$ cat config.mk
export PLATFORM = sky130hd
export DESIGN_NAME = lt24_pixel_writer
export DESIGN_NICKNAME = d
export VERILOG_FILES = /design/src/rtl/lt24_pixel_writer.sv
export SDC_FILE = /design/constraint.sdc
export NUM_CORES = 1
export LEC_CHECK = 0
export CAP_MARGIN = 5
export CORE_ASPECT_RATIO = 1.2
export CORE_MARGIN = 2
export CORE_UTILIZATION = 45
export CTS_BUF_LIST = sky130_fd_sc_hd__clkbuf_8
export DETAILED_ROUTE_END_ITERATION = 10
export GPL_ROUTABILITY_DRIVEN = 0
export PLACE_DENSITY = 0.67
export SYNTH_ARGS = -nofsm -noshare
export SYNTH_HDL_FRONTEND = slang
export SYNTH_SLANG_ARGS = --single-unit
export TNS_END_PERCENT = 1
$ cat constraint.sdc
create_clock -name clock -period 3.59 [get_ports clock]
set_clock_uncertainty 0.15 [all_clocks]
set_input_delay 0.5385 -clock clock [delete_from_list [all_inputs] [get_ports clock]]
set_output_delay 0.5385 -clock clock [all_outputs]
set_load 0.02 [all_outputs]
$ cat src/rtl/lt24_pixel_writer.sv
// lt24_pixel_writer
//   Host-side controller for the LT24 panel's 8080-style write bus. After
//   reset it pulses the panel reset, wakes the controller and programs the
//   pixel format. It then takes (x, y, colour) requests. A request that lands
//   on the panel's current write cursor goes out as a single 0x2C payload
//   write. Any other request first re-opens the window with CASET, PASET and
//   0x2C.
//
// Ports
//   clock, reset_n        system clock, asynchronous active-low reset
//   pixelWrite/Ready      request handshake; accepted when both are high
//   xAddr, yAddr          pixel column / row
//   pixelData             RGB565 colour
//   LT24Wr_n/Rd_n/CS_n    bus strobes and chip select (all registered)
//   LT24RS, LT24Data      0 = command, 1 = payload; bytes sit in [7:0]
//   LT24Reset_n           panel hardware reset
//   LT24LCDOn             display enable, high once init is complete
//
// state    | meaning
// ---------+-----------------------------------------------------------
// RST_HOLD | panel reset held low for RESET_CYCLES
// RST_WAIT | panel reset released, CS asserted, wake-up wait
// INIT     | 0x11, wake wait, 0x36/MADCTL, 0x3A/0x55, 0x29
// IDLE     | pixelReady high, waiting for a request
// WINDOW   | CASET + PASET + 0x2C (11 writes)
// DATA     | one colour payload write
module lt24_pixel_writer #(
    parameter int         WIDTH        = 240,
    parameter int         HEIGHT       = 320,
    parameter logic [7:0] MADCTL       = 8'h08,
    parameter int         RESET_CYCLES = 16,
    parameter int         WAKE_CYCLES  = 16
) (
    input  logic        clock,
    input  logic        reset_n,
    input  logic        pixelWrite,
    output logic        pixelReady,
    input  logic [7:0]  xAddr,
    input  logic [8:0]  yAddr,
    input  logic [15:0] pixelData,
    output logic        LT24Wr_n,
    output logic        LT24Rd_n,
    output logic        LT24CS_n,
    output logic        LT24RS,
    output logic        LT24Reset_n,
    output logic [15:0] LT24Data,
    output logic        LT24LCDOn
);

    typedef enum logic [2:0] {RST_HOLD, RST_WAIT, INIT, IDLE, WINDOW, DATA} state_t;

    localparam logic [15:0] RESET_LOAD = 16'(RESET_CYCLES - 1);
    localparam logic [15:0] WAKE_LOAD  = 16'(WAKE_CYCLES - 1);
    localparam logic [15:0] X_LAST     = 16'(WIDTH - 1);
    localparam logic [15:0] Y_LAST     = 16'(HEIGHT - 1);
    localparam logic [8:0]  X_MAX      = 9'(WIDTH - 1);
    localparam logic [9:0]  Y_MAX      = 10'(HEIGHT - 1);
    localparam logic [3:0]  INIT_WAIT  = 4'd1;   // INIT step that is a delay, not a write
    localparam logic [3:0]  INIT_LAST  = 4'd6;
    localparam logic [3:0]  WIN_LAST   = 4'd10;
    localparam logic        CMD        = 1'b0;
    localparam logic        PAR        = 1'b1;

    state_t      state, state_n;
    logic [15:0] cnt, cnt_n;
    logic [3:0]  step, step_n;
    logic        phase, phase_n;     // 0 = strobe low, 1 = strobe high
    logic        accept, win_done, data_done;
    logic        writing_n;
    logic [16:0] word_n;

    logic [7:0]  px, exp_x, win_x;
    logic [8:0]  py, exp_y, win_y;
    logic [15:0] pcol;
    logic        stream_valid;
    logic        in_range, stream_hit;
    logic [8:0]  x_inc;
    logic [9:0]  y_inc;

    logic        bus_wr_n, bus_rs, bus_cs_n, bus_reset_n, lcd_on, ready;
    logic [15:0] bus_data;

    // {RS, Data} for a given write slot of a sequence.
    function automatic logic [16:0] write_word(input state_t s, input logic [3:0] st,
                                               input logic [7:0] x, input logic [8:0] y,
                                               input logic [15:0] col);
        logic [16:0] w;
        w = {PAR, 16'h0000};
        case (s)
            INIT: begin
                case (st)
                    4'd0:    w = {CMD, 16'h0011};
                    4'd2:    w = {CMD, 16'h0036};
                    4'd3:    w = {PAR, 8'h00, MADCTL};
                    4'd4:    w = {CMD, 16'h003A};
                    4'd5:    w = {PAR, 16'h0055};
                    4'd6:    w = {CMD, 16'h0029};
                    default: w = {PAR, 16'h0000};
                endcase
            end
            WINDOW: begin
                case (st)
                    4'd0:    w = {CMD, 16'h002A};
                    4'd1:    w = {PAR, 16'h0000};
                    4'd2:    w = {PAR, 8'h00, x};
                    4'd3:    w = {PAR, 8'h00, X_LAST[15:8]};
                    4'd4:    w = {PAR, 8'h00, X_LAST[7:0]};
                    4'd5:    w = {CMD, 16'h002B};
                    4'd6:    w = {PAR, 15'h0000, y[8]};
                    4'd7:    w = {PAR, 8'h00, y[7:0]};
                    4'd8:    w = {PAR, 8'h00, Y_LAST[15:8]};
                    4'd9:    w = {PAR, 8'h00, Y_LAST[7:0]};
                    4'd10:   w = {CMD, 16'h002C};
                    default: w = {PAR, 16'h0000};
                endcase
            end
            DATA:    w = {PAR, col};
            default: w = {PAR, 16'h0000};
        endcase
        return w;
    endfunction

    assign in_range   = ({1'b0, xAddr} <= X_MAX) && ({1'b0, yAddr} <= Y_MAX);
    assign stream_hit = stream_valid && (xAddr == exp_x) && (yAddr == exp_y);
    assign x_inc      = {1'b0, px} + 9'd1;
    assign y_inc      = {1'b0, py} + 10'd1;

    always_ff @(posedge clock or negedge reset_n) begin
        if (!reset_n) begin
            state        <= RST_HOLD;
            cnt          <= RESET_LOAD;
            step         <= '0;
            phase        <= 1'b0;
            px           <= '0;
            py           <= '0;
            pcol         <= '0;
            exp_x        <= '0;
            exp_y        <= '0;
            win_x        <= '0;
            win_y        <= '0;
            stream_valid <= 1'b0;
            bus_wr_n     <= 1'b1;
            bus_rs       <= 1'b1;
            bus_data     <= '0;
            bus_cs_n     <= 1'b1;
            bus_reset_n  <= 1'b0;
            lcd_on       <= 1'b0;
            ready        <= 1'b0;
        end else begin
            state <= state_n;
            cnt   <= cnt_n;
            step  <= step_n;
            phase <= phase_n;
            if (accept) begin
                px   <= xAddr;
                py   <= yAddr;
                pcol <= pixelData;
            end
            if (win_done) begin
                win_x        <= px;
                win_y        <= py;
                stream_valid <= 1'b1;
            end
            // Track where the panel's cursor lands after this payload.
            if (data_done) begin
                if (x_inc > X_MAX) begin
                    exp_x <= win_x;
                    exp_y <= (y_inc > Y_MAX) ? win_y : y_inc[8:0];
                end else begin
                    exp_x <= x_inc[7:0];
                    exp_y <= py;
                end
            end
            // RS/Data only move when a new write begins; they hold through phase B.
            bus_wr_n <= !(writing_n && !phase_n);
            if (writing_n && !phase_n) begin
                bus_rs   <= word_n[16];
                bus_data <= word_n[15:0];
            end
            bus_cs_n    <= (state_n == RST_HOLD);
            bus_reset_n <= (state_n != RST_HOLD);
            lcd_on      <= (state_n == IDLE) || (state_n == WINDOW) || (state_n == DATA);
            ready       <= (state_n == IDLE);
        end
    end

    always_comb begin
        state_n   = state;
        cnt_n     = cnt;
        step_n    = step;
        phase_n   = phase;
        accept    = 1'b0;
        win_done  = 1'b0;
        data_done = 1'b0;
        case (state)
            RST_HOLD: begin
                if (cnt == '0) begin
                    state_n = RST_WAIT;
                    cnt_n   = WAKE_LOAD;
                end else begin
                    cnt_n = cnt - 16'd1;
                end
            end
            RST_WAIT: begin
                if (cnt == '0) begin
                    state_n = INIT;
                    step_n  = '0;
                    phase_n = 1'b0;
                end else begin
                    cnt_n = cnt - 16'd1;
                end
            end
            INIT: begin
                if (step == INIT_WAIT) begin
                    if (cnt == '0) begin
                        step_n  = step + 4'd1;
                        phase_n = 1'b0;
                    end else begin
                        cnt_n = cnt - 16'd1;
                    end
                end else if (!phase) begin
                    phase_n = 1'b1;
                end else begin
                    phase_n = 1'b0;
                    if (step == INIT_LAST) begin
                        state_n = IDLE;
                    end else begin
                        step_n = step + 4'd1;
                        if (step == '0) cnt_n = WAKE_LOAD;
                    end
                end
            end
            IDLE: begin
                if (pixelWrite && ready) begin
                    accept = 1'b1;
                    // Out-of-range requests are swallowed here without touching the bus.
                    if (in_range) begin
                        step_n  = '0;
                        phase_n = 1'b0;
                        state_n = stream_hit ? DATA : WINDOW;
                    end
                end
            end
            WINDOW: begin
                if (!phase) begin
                    phase_n = 1'b1;
                end else begin
                    phase_n = 1'b0;
                    if (step == WIN_LAST) begin
                        state_n  = DATA;
                        win_done = 1'b1;
                    end else begin
                        step_n = step + 4'd1;
                    end
                end
            end
            DATA: begin
                if (!phase) begin
                    phase_n = 1'b1;
                end else begin
                    phase_n   = 1'b0;
                    state_n   = IDLE;
                    data_done = 1'b1;
                end
            end
            default: state_n = RST_HOLD;
        endcase

        writing_n = ((state_n == INIT) && (step_n != INIT_WAIT)) ||
                    (state_n == WINDOW) || (state_n == DATA);
        word_n    = write_word(state_n, step_n,
                               accept ? xAddr : px,
                               accept ? yAddr : py,
                               accept ? pixelData : pcol);
    end

    always_comb begin
        pixelReady  = ready;
        LT24Wr_n    = bus_wr_n;
        LT24Rd_n    = 1'b1;
        LT24CS_n    = bus_cs_n;
        LT24RS      = bus_rs;
        LT24Reset_n = bus_reset_n;
        LT24Data    = bus_data;
        LT24LCDOn   = lcd_on;
    end

endmodule
==> impl_metrics.tcl <==
set metrics [dict create \
    synth_edf_count 0 \
    dr_wl_met3_microns 1040 \
    setup_slack_ps 167 \
    worst-path-max-fanout 11 \
    worst_pin_slew_ps 880 \
    ant_nets 0 \
    wl_met1_microns 7480 \
    antennaDiodeCount 0 \
    arrival_ps 3630 \
    multiInputGateArea_sq_mm 0.00358 \
    syn-cell-area_sq_mm 0.00662 \
    total_power_w 0.00552 \
    end_kind "flop" \
    placed_area_sq_mm 0.00748 \
    synth_warnings 0 \
    cts_root_buf "clkbuf_8" \
    rows 48 \
    die_x_microns 115 \
    dp_slack_ps 15.5 \
    maxSlewViolCount 0 \
    avgViaCountPerCell 5.92 \
    fmax_mhz 292 \
    first_iter_violations 411 \
    syn-num-nets 720 \
    yosys_most_used_dff "dfrtp_1" \
    routed-wl-met2_microns 8750 \
    required_ps 3800 \
    hold_viol 0 \
    dieArea_sq_mm 0.0157 \
    drive_gt1_share_pct 20.5 \
    post_layout_nonfiller_instances 941 \
    cts_tree "built" \
    portBuffers 57 \
    clkTransAtPathRegs_ps 70 \
    grt_pass1_vias 5533 \
    synthDistinctLibCells 80 \
    clkSinkCount 114 \
    startpoint_type "flop" \
    ioPinCount 59 \
    syn2layout_area_growth_pct 21.2 \
    layout_common_cells "dfrtp_1 (107), nand2_1 (82), clkdlybuf4s50_1 (56)" \
    fillers 1257 \
    die_h_microns 137 \
    grt_first_pass_wirelength_microns 29000 \
    fin_crit_sh_pct 95.3 \
    async_reset_ff_share_pct 100 \
    status "finished clean" \
    initial_core_util_pct 46.1 \
    ir_drop_mv 0.354 \
    vias 5572 \
    drt-pass1-iter-count 7 \
    finalSetupViolCount 0 \
    ys_ff_latch 114 \
    nets 800 \
    finalCriticalPeriod_ps 3420 \
    clock_latency_ps 450 \
    fin_area_sq_mm 0.00802 \
    place_inst 903 \
    dp_hpwl_microns 12700 \
    post_drt_wl_per_cell_microns 18.9 \
    p_leak_nw 3.52 \
    powerDensity_mw_per_mm2 689 \
    crit_type "flop to flop" \
    grt_max_degree 52 \
    clockBufferDepth 2 \
    avgSynthCellArea_sq_um 9.83 \
    grt_util_all_layers_pct 23.6 \
    drt_wl_total_microns 17800 \
    max_cap_viol_count 0 \
    relSlewSlack_pct 41.2 \
    layout_commonest_cell "dfrtp_1" \
    synth_seq_area_share_pct 43.2 \
    antenna_found_initial 0 \
    htreeDepth 4 \
    syn_inst 673 \
    min_path_type "flop to flop" \
    overflow 0 \
    core_sq_mm 0.0144 \
    seqCellArea_sq_mm 0.00286 \
    route.detailed.drc 0 \
    top_layer "met4" \
    rsz0062_at_grt "true" \
    numCtsBuffers 17 \
]
## worst paths after layout
check,slack (ps),cells past startpoint,end,start
worst max-delay path,170,14,LT24Data[6],cnt[0]
worst min-delay path,330,2,LT24Data[10],LT24Data[10]
worst max register to register,170,14,LT24Data[6],cnt[0]
worst min register to register,330,2,LT24Data[10],LT24Data[10]
max in group asynchronous,2020,3,cnt[3],reset_n
min in group asynchronous,470,2,exp_y[5],reset_n
## registers in the layout, summed over array words and instances (netlist names), 8 cells and up
register	flops
px	8
win_y	9
py	9
cnt	16
win_x	8
pcol	16
LT24Data	16
exp_y	9
exp_x	8
## critical path, stage by stage, from the launching register on
cell	delay (ps)
dfstp_2	380
inv_1	80
ha_1	180
nor4b_4	280
nand4_2	150
buf_4	200
o311ai_1	440
a211oi_2	100
buf_4	200
nor3_2	390
buf_4	200
nand2_1	60
a21oi_1	130
o21ai_0	160
a21oi_1	230
## Yosys cell counts (7+ instances only)
cell,count,area share [%]
nor2_1,40,2.3
ha_1,11,2.1
mux2_2,50,8.5
nor3_1,12,0.91
xnor2_1,26,3.4
dfrtp_1,107,40
nand2b_1,11,1.0
and3_1,8,0.76
nor2b_1,7,0.66
nand4_1,13,1.2
clkbuf_1,19,1.1
a21oi_1,44,3.3
nor3b_1,8,0.91
o21ai_0,43,3.3
dfstp_2,7,2.8
nand2_1,82,4.7
inv_1,15,0.85
mux2i_1,8,1.2
nand3b_1,12,1.4
nand3_1,19,1.4
and2_1,7,0.66
## final cells by class
class	count	area share, %
flip-flops and latches	114	35.7
clock buffers	20	3.43
inverters	19	0.920
clock inverters	12	2.03
repair buffers	92	10.6
multi-input cells	509	44.6
well taps	175	2.73
## routing by layer
metal / GRT usage (%) / vias to the layer above
met5: 0 / -
met4: 8.63 / 0
met3: 5.76 / 48
met2: 38.5 / 210
met1: 30.7 / 2720
li1: - / 2594
## repair_timing
action	in CTS	in global routing
cloned	1	1
pin swaps	1	4
resized for setup	1	8
hold buffers	1	0
hold endpoints to repair	38	0
endpoints found under the setup margin	2	18
setup buffers	0	3
## stage by stage
stage	setup TNS, ps	util [%]	hold slack (ps)
3_5_place_dp	0	52.1	302
5_1_grt	-139	55.9	348
3_3_place_gp	0	52.1	299
2_1_floorplan	0	-	92.9
6_report	0	55.9	327
4_1_cts	0	55.4	329
## cells by family (layout without fill, tap and decap cells)
kind of cell	after synthesis	after routing	share of synthesized area [%]
AND/OR/NAND/NOR	251	251	20.7
AO/OA/AOI/OAI	154	156	16.2
flip-flops	114	114	43.2
multiplexers	58	58	9.72
buffers and inverters	52	143	3.73
XOR/XNOR	32	32	4.24
adder cells (fa/ha/maj)	11	11	2.08
other	1	1	0.0567
## power breakdown
group	switching, W	total (W)	internal (W)
registers	0.000349	0.00194	0.00159
clock network	0.000535	0.00134	0.000803
logic	0.00128	0.00225	0.000973
total	0.00216	0.00552	0.00336
No activity file was read; power rests on OpenSTA's default activity.
